## src/rtl/pwm_decoder_pkg.sv

```systemverilog
// Shared types and sizing for the PWM duty-level decoder.
// State encoding, default frame/level widths and counter width helper.
package pwm_decoder_pkg;

    localparam int PERIOD_DEF  = 256;
    localparam int LEVEL_W_DEF = 7;

    function automatic int cnt_w(input int period);
        return $clog2(period);
    endfunction

    localparam int CNT_W_DEF = cnt_w(PERIOD_DEF);

    typedef enum logic [1:0] {
        S_IDLE,
        S_SEARCH,
        S_MEASURE
    } state_e;

endpackage

```

## src/rtl/pwm_decoder_sync_edge.sv

```systemverilog
// Two-flop synchroniser plus previous-sample register for pwm_in.
// Sample and rising-edge flag leave through one output register.
module pwm_sync_edge (
    input  logic clk,
    input  logic rst_n,
    input  logic din,
    output logic sample,
    output logic rise
);

    logic [2:0] sh_q;
    logic [2:0] sh_d;
    logic       sample_q;
    logic       sample_d;
    logic       rise_q;
    logic       rise_d;

    // shift the input through sync1, sync2 and prev; rise is sync & ~prev
    always_comb begin
        sh_d     = {sh_q[1:0], din};
        sample_d = sh_q[1];
        rise_d   = sh_q[1] & ~sh_q[2];
    end

    // all synchroniser state clears while reset is held
    always_ff @(posedge clk or negedge rst_n) begin
        if (!rst_n) begin
            sh_q     <= '0;
            sample_q <= 1'b0;
            rise_q   <= 1'b0;
        end else begin
            sh_q     <= sh_d;
            sample_q <= sample_d;
            rise_q   <= rise_d;
        end
    end

    assign sample = sample_q;
    assign rise   = rise_q;

endmodule

```

## src/rtl/pwm_decoder.sv

```systemverilog
// Recovers the duty level of a frame-aligned PWM stream.
// Locks on a rising edge, counts high cycles per frame, strobes result.
module pwm_decoder
    import pwm_decoder_pkg::*;
#(
    parameter int PERIOD  = PERIOD_DEF,
    parameter int LEVEL_W = LEVEL_W_DEF
) (
    input  logic               CLK100MHZ,
    input  logic               CPU_RESETN,
    input  logic               pwm_in,
    input  logic               enable,
    output logic [LEVEL_W-1:0] level,
    output logic               level_valid,
    output logic               locked,
    output logic               timeout
);

    localparam int CW    = cnt_w(PERIOD);
    localparam int TW    = CW + 1;
    localparam int LMAXI = (1 << LEVEL_W) - 1;

    localparam logic [CW-1:0]      POS_LAST = CW'(PERIOD - 1);
    localparam logic [TW-1:0]      TO_LAST  = TW'(2 * PERIOD - 1);
    localparam logic [LEVEL_W-1:0] LVL_TOP  = '1;

    function automatic logic [LEVEL_W-1:0] sat(input logic [CW:0] v);
        if (int'(v) > LMAXI) return LVL_TOP;
        return LEVEL_W'(v);
    endfunction

    logic [1:0] rst_sync_q;
    logic [1:0] rst_sync_d;
    logic       rst_n;
    logic       sample;
    logic       rise;

    state_e             state_q, state_d;
    logic [CW-1:0]      pos_q, pos_d;
    logic [CW:0]        high_q, high_d;
    logic [TW-1:0]      to_q, to_d;
    logic               mis_q, mis_d;
    logic               misp_q, misp_d;
    logic [LEVEL_W-1:0] level_q, level_d;
    logic               valid_q, valid_d;
    logic               locked_q, locked_d;
    logic               timeout_q, timeout_d;

    // reset asserts at once, releases two clocks after CPU_RESETN rises
    always_comb rst_sync_d = {rst_sync_q[0], 1'b1};

    // reset release synchroniser
    always_ff @(posedge CLK100MHZ or negedge CPU_RESETN) begin
        if (!CPU_RESETN) rst_sync_q <= '0;
        else             rst_sync_q <= rst_sync_d;
    end

    assign rst_n = rst_sync_q[1];

    pwm_sync_edge u_sync (
        .clk    (CLK100MHZ),
        .rst_n  (rst_n),
        .din    (pwm_in),
        .sample (sample),
        .rise   (rise)
    );

    // next-state logic for the search / measure controller
    always_comb begin
        state_d   = state_q;
        pos_d     = pos_q;
        high_d    = high_q;
        to_d      = to_q;
        mis_d     = mis_q;
        misp_d    = misp_q;
        level_d   = level_q;
        valid_d   = 1'b0;
        timeout_d = timeout_q;
        if (rise) timeout_d = 1'b0;
        if (!enable) begin
            state_d = S_IDLE;
            pos_d   = '0;
            high_d  = '0;
            to_d    = '0;
            mis_d   = 1'b0;
            misp_d  = 1'b0;
        end else begin
            unique case (state_q)
                S_IDLE: begin
                    state_d = S_SEARCH;
                    to_d    = '0;
                end
                S_SEARCH: begin
                    if (rise) begin
                        state_d = S_MEASURE;
                        pos_d   = '0;
                        high_d  = (CW+1)'(1);
                        to_d    = '0;
                        mis_d   = 1'b0;
                        misp_d  = 1'b0;
                    end else if (to_q == TO_LAST) begin
                        timeout_d = 1'b1;
                        valid_d   = 1'b1;
                        level_d   = sample ? LVL_TOP : '0;
                        to_d      = '0;
                    end else begin
                        to_d = to_q + TW'(1);
                    end
                end
                S_MEASURE: begin
                    if (pos_q == POS_LAST) begin
                        // this cycle's sample is position 0 of the next window
                        pos_d  = '0;
                        high_d = {{CW{1'b0}}, sample};
                        mis_d  = 1'b0;
                        if (mis_q && misp_q) begin
                            state_d = S_SEARCH;
                            to_d    = '0;
                            misp_d  = 1'b0;
                            high_d  = '0;
                        end else begin
                            valid_d = 1'b1;
                            level_d = sat(high_q);
                            misp_d  = mis_q;
                            if (high_q == '0) begin
                                state_d = S_SEARCH;
                                to_d    = '0;
                                misp_d  = 1'b0;
                                high_d  = '0;
                            end
                        end
                    end else begin
                        pos_d  = pos_q + CW'(1);
                        high_d = high_q + {{CW{1'b0}}, sample};
                        if (rise) mis_d = 1'b1;
                    end
                end
                default: state_d = S_IDLE;
            endcase
        end
        locked_d = (state_d == S_MEASURE);
    end

    // controller state and registered outputs
    always_ff @(posedge CLK100MHZ or negedge rst_n) begin
        if (!rst_n) begin
            state_q   <= S_IDLE;
            pos_q     <= '0;
            high_q    <= '0;
            to_q      <= '0;
            mis_q     <= 1'b0;
            misp_q    <= 1'b0;
            level_q   <= '0;
            valid_q   <= 1'b0;
            locked_q  <= 1'b0;
            timeout_q <= 1'b0;
        end else begin
            state_q   <= state_d;
            pos_q     <= pos_d;
            high_q    <= high_d;
            to_q      <= to_d;
            mis_q     <= mis_d;
            misp_q    <= misp_d;
            level_q   <= level_d;
            valid_q   <= valid_d;
            locked_q  <= locked_d;
            timeout_q <= timeout_d;
        end
    end

    assign level       = level_q;
    assign level_valid = valid_q;
    assign locked      = locked_q;
    assign timeout     = timeout_q;

endmodule

```

## config.mk

```make
export PLATFORM = sky130hd
export DESIGN_NAME = pwm_decoder
export DESIGN_NICKNAME = d
export VERILOG_FILES = /design/src/rtl/pwm_decoder_pkg.sv /design/src/rtl/pwm_decoder_sync_edge.sv /design/src/rtl/pwm_decoder.sv
export SDC_FILE = /design/constraint.sdc
export NUM_CORES = 1
export LEC_CHECK = 0
export CORE_MARGIN = 2
export CORE_UTILIZATION = 25
export CTS_BUF_LIST = sky130_fd_sc_hd__clkbuf_2
export CTS_CLUSTER_SIZE = 24
export DETAILED_ROUTE_END_ITERATION = 16
export PLACE_DENSITY = 0.48
export SYNTH_ARGS = -nofsm -noshare
export SYNTH_HDL_FRONTEND = slang
export SYNTH_HIERARCHICAL = 1
export SYNTH_SLANG_ARGS = --single-unit
```

## constraint.sdc

```tcl
create_clock -name CLK100MHZ -period 1.4 [get_ports CLK100MHZ]
set_input_delay 0.21 -clock CLK100MHZ [delete_from_list [all_inputs] [get_ports CLK100MHZ]]
set_output_delay 0.21 -clock CLK100MHZ [all_outputs]
set_load 0.01 [all_outputs]
```

* Word level (Yosys, flattened, before mapping)
Index checks and enable logic that the tools add are counted.
** Storage, ports and cells
- Bits in registers :: 47
- Input bits :: 4
- Output and inout bits :: 10
- Logic and storage cells :: 101
** Cells by class
- $add $sub $neg :: 3
- Order comparisons :: 1
- Equal/unequal tests :: 15
- Multiplexer cells :: 57
- Bitwise logic cells :: 2
- Reductions and logical operators :: 9
** Operators with widths (number)
- $mux W9 :: 9
- $mux W7 :: 7
- $pmux W9 S3 :: 1
- $mux W1 :: 25
- $mux W8 :: 3
- $pmux W9 S2 :: 1
- $pmux W8 S2 :: 1
- $pmux W7 S2 :: 1
- $mux W2 :: 5
- $add A9 B1 Y9 :: 1
- $add A9 B1 Y9 const B :: 1
- $eq A9 B9 Y1 const B :: 1
- $gt A9 B7 Y1 const B :: 1
- $logic_not A9 Y1 :: 1
- $reduce_and A3 Y1 :: 3
- $add A8 B1 Y8 const B :: 1
- $eq A8 B8 Y1 const B :: 1
- $ne A2 B2 Y1 const B :: 4
- $pmux W1 S2 :: 3
- $pmux W2 S3 :: 1
- $reduce_and A6 Y1 :: 1
- $eq A2 B2 Y1 const B :: 2
- $ne A4 B1 Y1 const B :: 1
- $ne A4 B3 Y1 const B :: 1
- other kinds (11) :: 11

* Logic depth before layout (Yosys ltp)
- Word-level depth :: 10
- Depth in mapped cells :: 10
- Depth with buffers taken out :: 9

* By module
The synthesis kept the hierarchy.
** By module, submodules not included
- pwm_decoder :: times used 1, cells each 254, area an instance 2507.4 µm², sequential area each 1051.0 µm²
- pwm_sync_edge :: times used 1, cells each 5, area an instance 113.9 µm², sequential area each 100.1 µm²

* Worst setup path before layout
No wires, ideal clock.
- Path kind :: reg-to-reg
- From :: register to_q[0]
- To :: register to_q[7]
- Library setup time :: 0.064 ns
- Arrival :: 2.165 ns
- Data required time :: 1.336 ns
- Path slack :: -0.829 ns
- Cell stages (with the launch flop) :: 10
- Buffers on the path :: 0
- Period minus slack after synthesis :: 2.229 ns
- Path through :: dfrtp_1 -> ha_1 -> nand3_1 -> nor2_1 -> and3_1 -> ha_1 -> nand4bb_1 -> or4_1 -> a211oi_2 -> a21o_1
** On the way
- Longest elaborated chain between the ends :: 5
- Elaborated cells on any way between the ends :: 6
- Those cells by class :: 1 x add/sub; 1 x eq/ne; 4 x mux
** Ends and longest elaborated chain
- from (decl) :: line pwm_decoder.sv:41 : logic [TW-1:0] to_q, to_d;
- from (signal assigned) :: line pwm_decoder.sv:161 : to_q <= to_d;
- $add A9 B1 Y9 / $eq A9 B9 Y1 (equally long branches) :: line pwm_decoder.sv:107, pwm_decoder.sv:101
- $mux W9 (*) :: line pwm_decoder.sv:101 : end else if (to_q == TO_LAST) begin
- $mux W9 (*) :: line pwm_decoder.sv:94 : if (rise) begin
- $pmux W9 S3 (*) :: line pwm_decoder.sv:88 : unique case (state_q)
- $mux W9 (*) :: line pwm_decoder.sv:80 : if (!enable) begin
Every way passes the cells marked *; elsewhere a longest branch is shown, timed or not.
A chain may end at the register's enable or synchronous reset.

* Final worst setup path
- From :: register to_q[1]
- To :: register to_q[7]
The elaborated chain is that of the path after synthesis.

==> results.txt <==
The run finished, with violations left. The final reports fail on negative setup slack. The critical path startpoint is to_q[1].

Clock tree synthesis inserted a total of 5 buffers. After routing the design area is around 3800 µm². The average wire per cell in the routed design is ~13 µm. The number of antenna violations at the first check in global routing is 0. Global routing consumed, over all layers together, 12.1% of the routing resources. The first detailed-routing pass took 4 iterations. The number of flops mapped to enable cells by yosys came out at 0. Setup repair after global routing could not meet its margin everywhere. The sum of routed wire length over all layers came out at between 6000 and 7000 µm. The number of cell instances on the worst register-to-register path came out at 9. The largest net degree at the start of global routing came out at 30. The maximum vdd drop came out at 0.000353 V. The number of buffers and inverters on the critical path is 0. CTS saw between 40 and 50 sinks. The via count of the first global-routing pass is ~2300. The worst hold path belongs to the class in -> reg.

The type of element capturing the critical path is a register. The floorplan step set the die width to 106 µm. The first-pass GRT wire length came out at around 11000 µm. The slack of the worst reg-to-reg path is -0.63 ns. The H-tree was split into 2 levels.

The initial core utilization came out at between 20% and 30%. The path with the worst hold slack has its endpoint at u_sync/sh_q[0]. The area of the die is around 11000 µm². The worst register-to-register path begins at to_q[1]. The worst register-to-register path ends at to_q[7].

The maximum clock frequency is just under 500 MHz. The net count of the finished layout is between 300 and 400. The fraction of the cycle the final worst path needs is 145%. The post-DP HPWL came out at between 4000 and 5000 µm. In this run the count of I/O pins placed on the die edge is 14. The worst setup timing slack at the placement stage came out at -0.611 ns. The utilization of the core after routing came out at around 38%. In this run the clock root is driven by a sky130_fd_sc_hd__clkbuf_2. In the synthesized netlist the dominant register cell turns out to be sky130_fd_sc_hd__dfrtp_1. Clock skew on the completed layout was measured at a little over 0.01 ns. The delay contributed by the slowest stage of the critical path is roughly 0.45 ns.

The longest clock path from root to sink contains 2 buffers. The signal on the critical path passes through ha_2 > nand3_2 > nor2_2 > and3_4 > ha_4 > nand4bb_4 > or4_4 > a211oi_2 > a21o_1. The share of synthesized registers carrying an async set or reset came out at 100%.

The core box area came out at between 10000 and 15000 µm². At the later pin of the worst-skew pair, clock insertion delay measures 0.44 ns. In the post-route analysis, the smallest setup slack over all paths is -0.625 ns. The number of violations of the max-capacitance limit is 0. The cell leakage power came out at about 1.7 nW. The worst path required time came out at between 1.5 and 2 ns. The routed layout has 2236 vias.

The net count after synthesis is 272. The register bit count reported by yosys is 46. Power spread over the standard cell area amounts to about 720 nW/µm². The CTS clock-pin slew for the worst setup and hold paths is 0.26 ns. The critical path's slowest cell is sky130_fd_sc_hd__dfrtp_1. After floorplanning, the core was divided into 37 placement rows. In this run the worst path has a maximum fanout of 3. Compared with the post-synthesis result, the final layout area differs by 46.4%.

The number of buffer cells added on primary ports came out at 13. The time the final worst path needs with I/O delays and setup is between 2 and 2.5 ns. The number of distinct library cells after synthesis came out at between 50 and 60. TritonCTS built the clock tree. The count of nets left with antenna violations once routing finished came out at 0. The count of mapped cells out of synthesis came out at 259. The final number of hold-violating endpoints is 0. After detailed routing, the number of remaining DRC violations is 0. Along the worst hold path, the cell count comes to 1. The worst setup path is launched from a register. The overall die height came out at around 110 µm. The synthesized area per cell is around 10 µm². The remaining global-route overflow came out at 0. The category of the critical setup timing path is reg -> reg. The setup-violating endpoint count in the final report is 40. The weighted congestion reported at the end of routability-driven placement came out at between 0.7 and 0.8.

The repair_antennas step left the layout with diodes totalling 0. The number of synthesis warnings came out at 6. The number of pins with negative max-slew slack in the final report came to 0.

After the first detailed-routing iteration, the DRC count stood at approximately 100. In this run the cell area measured after placement is 3450 µm². Cells with a size suffix above 1 make up between 40% and 50% of the layout. The worst hold path begins at pwm_in. For this run, the register share of the synthesized area comes to roughly 44%. The data arrival at the endpoint of the critical path is between 2 and 2.5 ns. After detailed routing, the number of vias per cell comes to between 4 and 5.

The synthesized netlist occupies a cell area of 2620 µm². Among cell families on the critical path, the largest total delay comes from simple AND/OR/NAND/NOR gates.
-- worst reg2reg max path: stages, from the launching register on --
cell	delay, ns
sky130_fd_sc_hd__dfrtp_1	0.45
sky130_fd_sc_hd__ha_2	0.20
sky130_fd_sc_hd__nand3_2	0.09
sky130_fd_sc_hd__nor2_2	0.05
sky130_fd_sc_hd__and3_4	0.18
sky130_fd_sc_hd__ha_4	0.16
sky130_fd_sc_hd__nand4bb_4	0.19
sky130_fd_sc_hd__or4_4	0.42
sky130_fd_sc_hd__a211oi_2	0.15
sky130_fd_sc_hd__a21o_1	0.10
-- how the worst max path moves through the flow --
| stage | end | slack, ns | cells after the start |
|---|---|---|---|
| after floorplan | to_q[7] | -0.57 | 9 |
| after global routing | to_q[7] | -0.69 | 9 |
| final | to_q[7] | -0.63 | 9 |
| after CTS | to_q[7] | -0.64 | 9 |
| after global placement | to_q[7] | -0.54 | 9 |
| after detailed placement | to_q[7] | -0.61 | 9 |
-- synthesized netlist by cell type (2+ instances only) --
cell | n | area [µm²]
sky130_fd_sc_hd__clkbuf_1 | 5 | 18.8
sky130_fd_sc_hd__or2_2 | 2 | 12.5
sky130_fd_sc_hd__ha_1 | 9 | 113
sky130_fd_sc_hd__a211oi_1 | 7 | 52.6
sky130_fd_sc_hd__a2111oi_4 | 3 | 82.6
sky130_fd_sc_hd__nor3_1 | 4 | 20.0
sky130_fd_sc_hd__nand4_1 | 4 | 25.0
sky130_fd_sc_hd__buf_2 | 2 | 10.0
sky130_fd_sc_hd__dfrtp_1 | 46 | 1150
sky130_fd_sc_hd__nor2_2 | 3 | 18.8
sky130_fd_sc_hd__a21boi_0 | 3 | 22.5
sky130_fd_sc_hd__nor2b_1 | 3 | 18.8
sky130_fd_sc_hd__o22ai_1 | 2 | 12.5
sky130_fd_sc_hd__nand3_1 | 13 | 65.1
sky130_fd_sc_hd__a21o_1 | 2 | 15.0
sky130_fd_sc_hd__o221a_2 | 2 | 22.5
sky130_fd_sc_hd__a21oi_1 | 7 | 35.0
sky130_fd_sc_hd__o2bb2ai_1 | 2 | 17.5
sky130_fd_sc_hd__buf_6 | 4 | 45.0
sky130_fd_sc_hd__xnor2_1 | 10 | 87.6
sky130_fd_sc_hd__and2_1 | 2 | 12.5
sky130_fd_sc_hd__a22o_1 | 4 | 35.0
sky130_fd_sc_hd__nor2_1 | 18 | 67.6
sky130_fd_sc_hd__buf_4 | 2 | 15.0
sky130_fd_sc_hd__mux2i_1 | 9 | 90.1
sky130_fd_sc_hd__o2111ai_1 | 2 | 17.5
sky130_fd_sc_hd__o211ai_1 | 4 | 30.0
sky130_fd_sc_hd__mux2_2 | 2 | 22.5
sky130_fd_sc_hd__o21ai_0 | 16 | 80.1
sky130_fd_sc_hd__and3_1 | 5 | 31.3
sky130_fd_sc_hd__a31o_2 | 3 | 26.3
sky130_fd_sc_hd__nand2_1 | 19 | 71.3
sky130_fd_sc_hd__inv_1 | 19 | 71.3
-- through the flow --
stage | instances | hold WS, ns | setup TNS, ns | total power, W
floorplan | 259 | -0.0856 | -12.19 | 0.00178
global placement | 467 | 0.207 | -14.72 | 0.00207
detailed placement | 467 | 0.210 | -15.66 | 0.00208
CTS | 486 | 0.157 | -13.89 | 0.00278
global route | 494 | 0.138 | -16.77 | 0.00294
finish | 494 | 0.180 | -14.48 | 0.00276
-- repair_timing --
item | 4_1_cts | 5_1_grt
resized for setup | 53 | 26
setup buffers | 10 | 8
hold endpoints to repair | 2 | 0
setup endpoints to repair | 50 | 49
pin swaps | 11 | 13
hold buffers | 1 | 0
-- cells by family (layout without fill, tap and decap cells) --
kind of cell / after synthesis / after routing / synth area share [%]
buffers and inverters: 32 / 131 / 6.11
and+or+nand+nor: 83 / 83 / 17.2
adders and majority gates: 9 / 9 / 4.30
muxes: 12 / 12 / 4.82
xor gates and xnor gates: 10 / 10 / 3.34
DFF: 46 / 46 / 43.9
other: 1 / 1 / 0.143
AOI/OAI and AO/OA: 66 / 66 / 20.2
-- cell type report --
cell class	count	area, µm²
fillers	1020	6390
multi-input cells	181	1570
flip-flops and latches	46	1150
repair buffers	104	827
well taps	136	170
inverters	19	71.3
clock buffers	5	25.0
clock inverters	3	23.8
-- layout by cell type, fill, tap and decap left out, drive strengths merged, types with 2 or more instances in the layout --
| master | count |
|---|---|
| nand4 | 5 |
| a22o | 4 |
| clkinvlp | 2 |
| nor2 | 21 |
| a21oi | 8 |
| a211oi | 8 |
| dfrtp | 46 |
| o2bb2ai | 2 |
| o211ai | 4 |
| and3 | 5 |
| or2 | 2 |
| inv | 20 |
| nand2 | 20 |
| clkdlybuf4s50 | 3 |
| clkbuf | 12 |
| nor2b | 4 |
| o2111ai | 2 |
| a21o | 2 |
| a21boi | 3 |
| nand3 | 14 |
| nor3 | 4 |
| buf | 90 |
| o22ai | 2 |
| and2 | 3 |
| a31o | 3 |
| a2111oi | 3 |
| xnor2 | 10 |
| o221a | 2 |
| mux2i | 10 |
| mux2 | 2 |
| ha | 9 |
| clkdlybuf4s15 | 2 |
| o21ai | 16 |
-- per-layer routing --
metal	up-vias	global-route usage [%]	part of all wire, %
li1	1117	-	-
met1	1088	16.9	49
met2	23	19.4	48
met3	8	1.84	1.9
met4	0	3.67	1.5
met5	-	0	0
-- flip-flops by register name (all words and copies together) (netlist names) --
register	flops
to_q	9
pos_q	8
u_sync/sample	1
level_valid	1
u_sync/rise	1
locked	1
rst_sync_q	2
misp_q	1
state_q	2
mis_q	1
level	7
u_sync/sh_q	2
high_q	9
timeout	1
-- power breakdown --
group / switching [W] / internal [W]
sequential: 0.0000569 / 0.00141
clock: 0.000492 / 0.000128
combinational: 0.000321 / 0.000357
total: 0.000869 / 0.00189
Power figures use the tool's default switching activity.
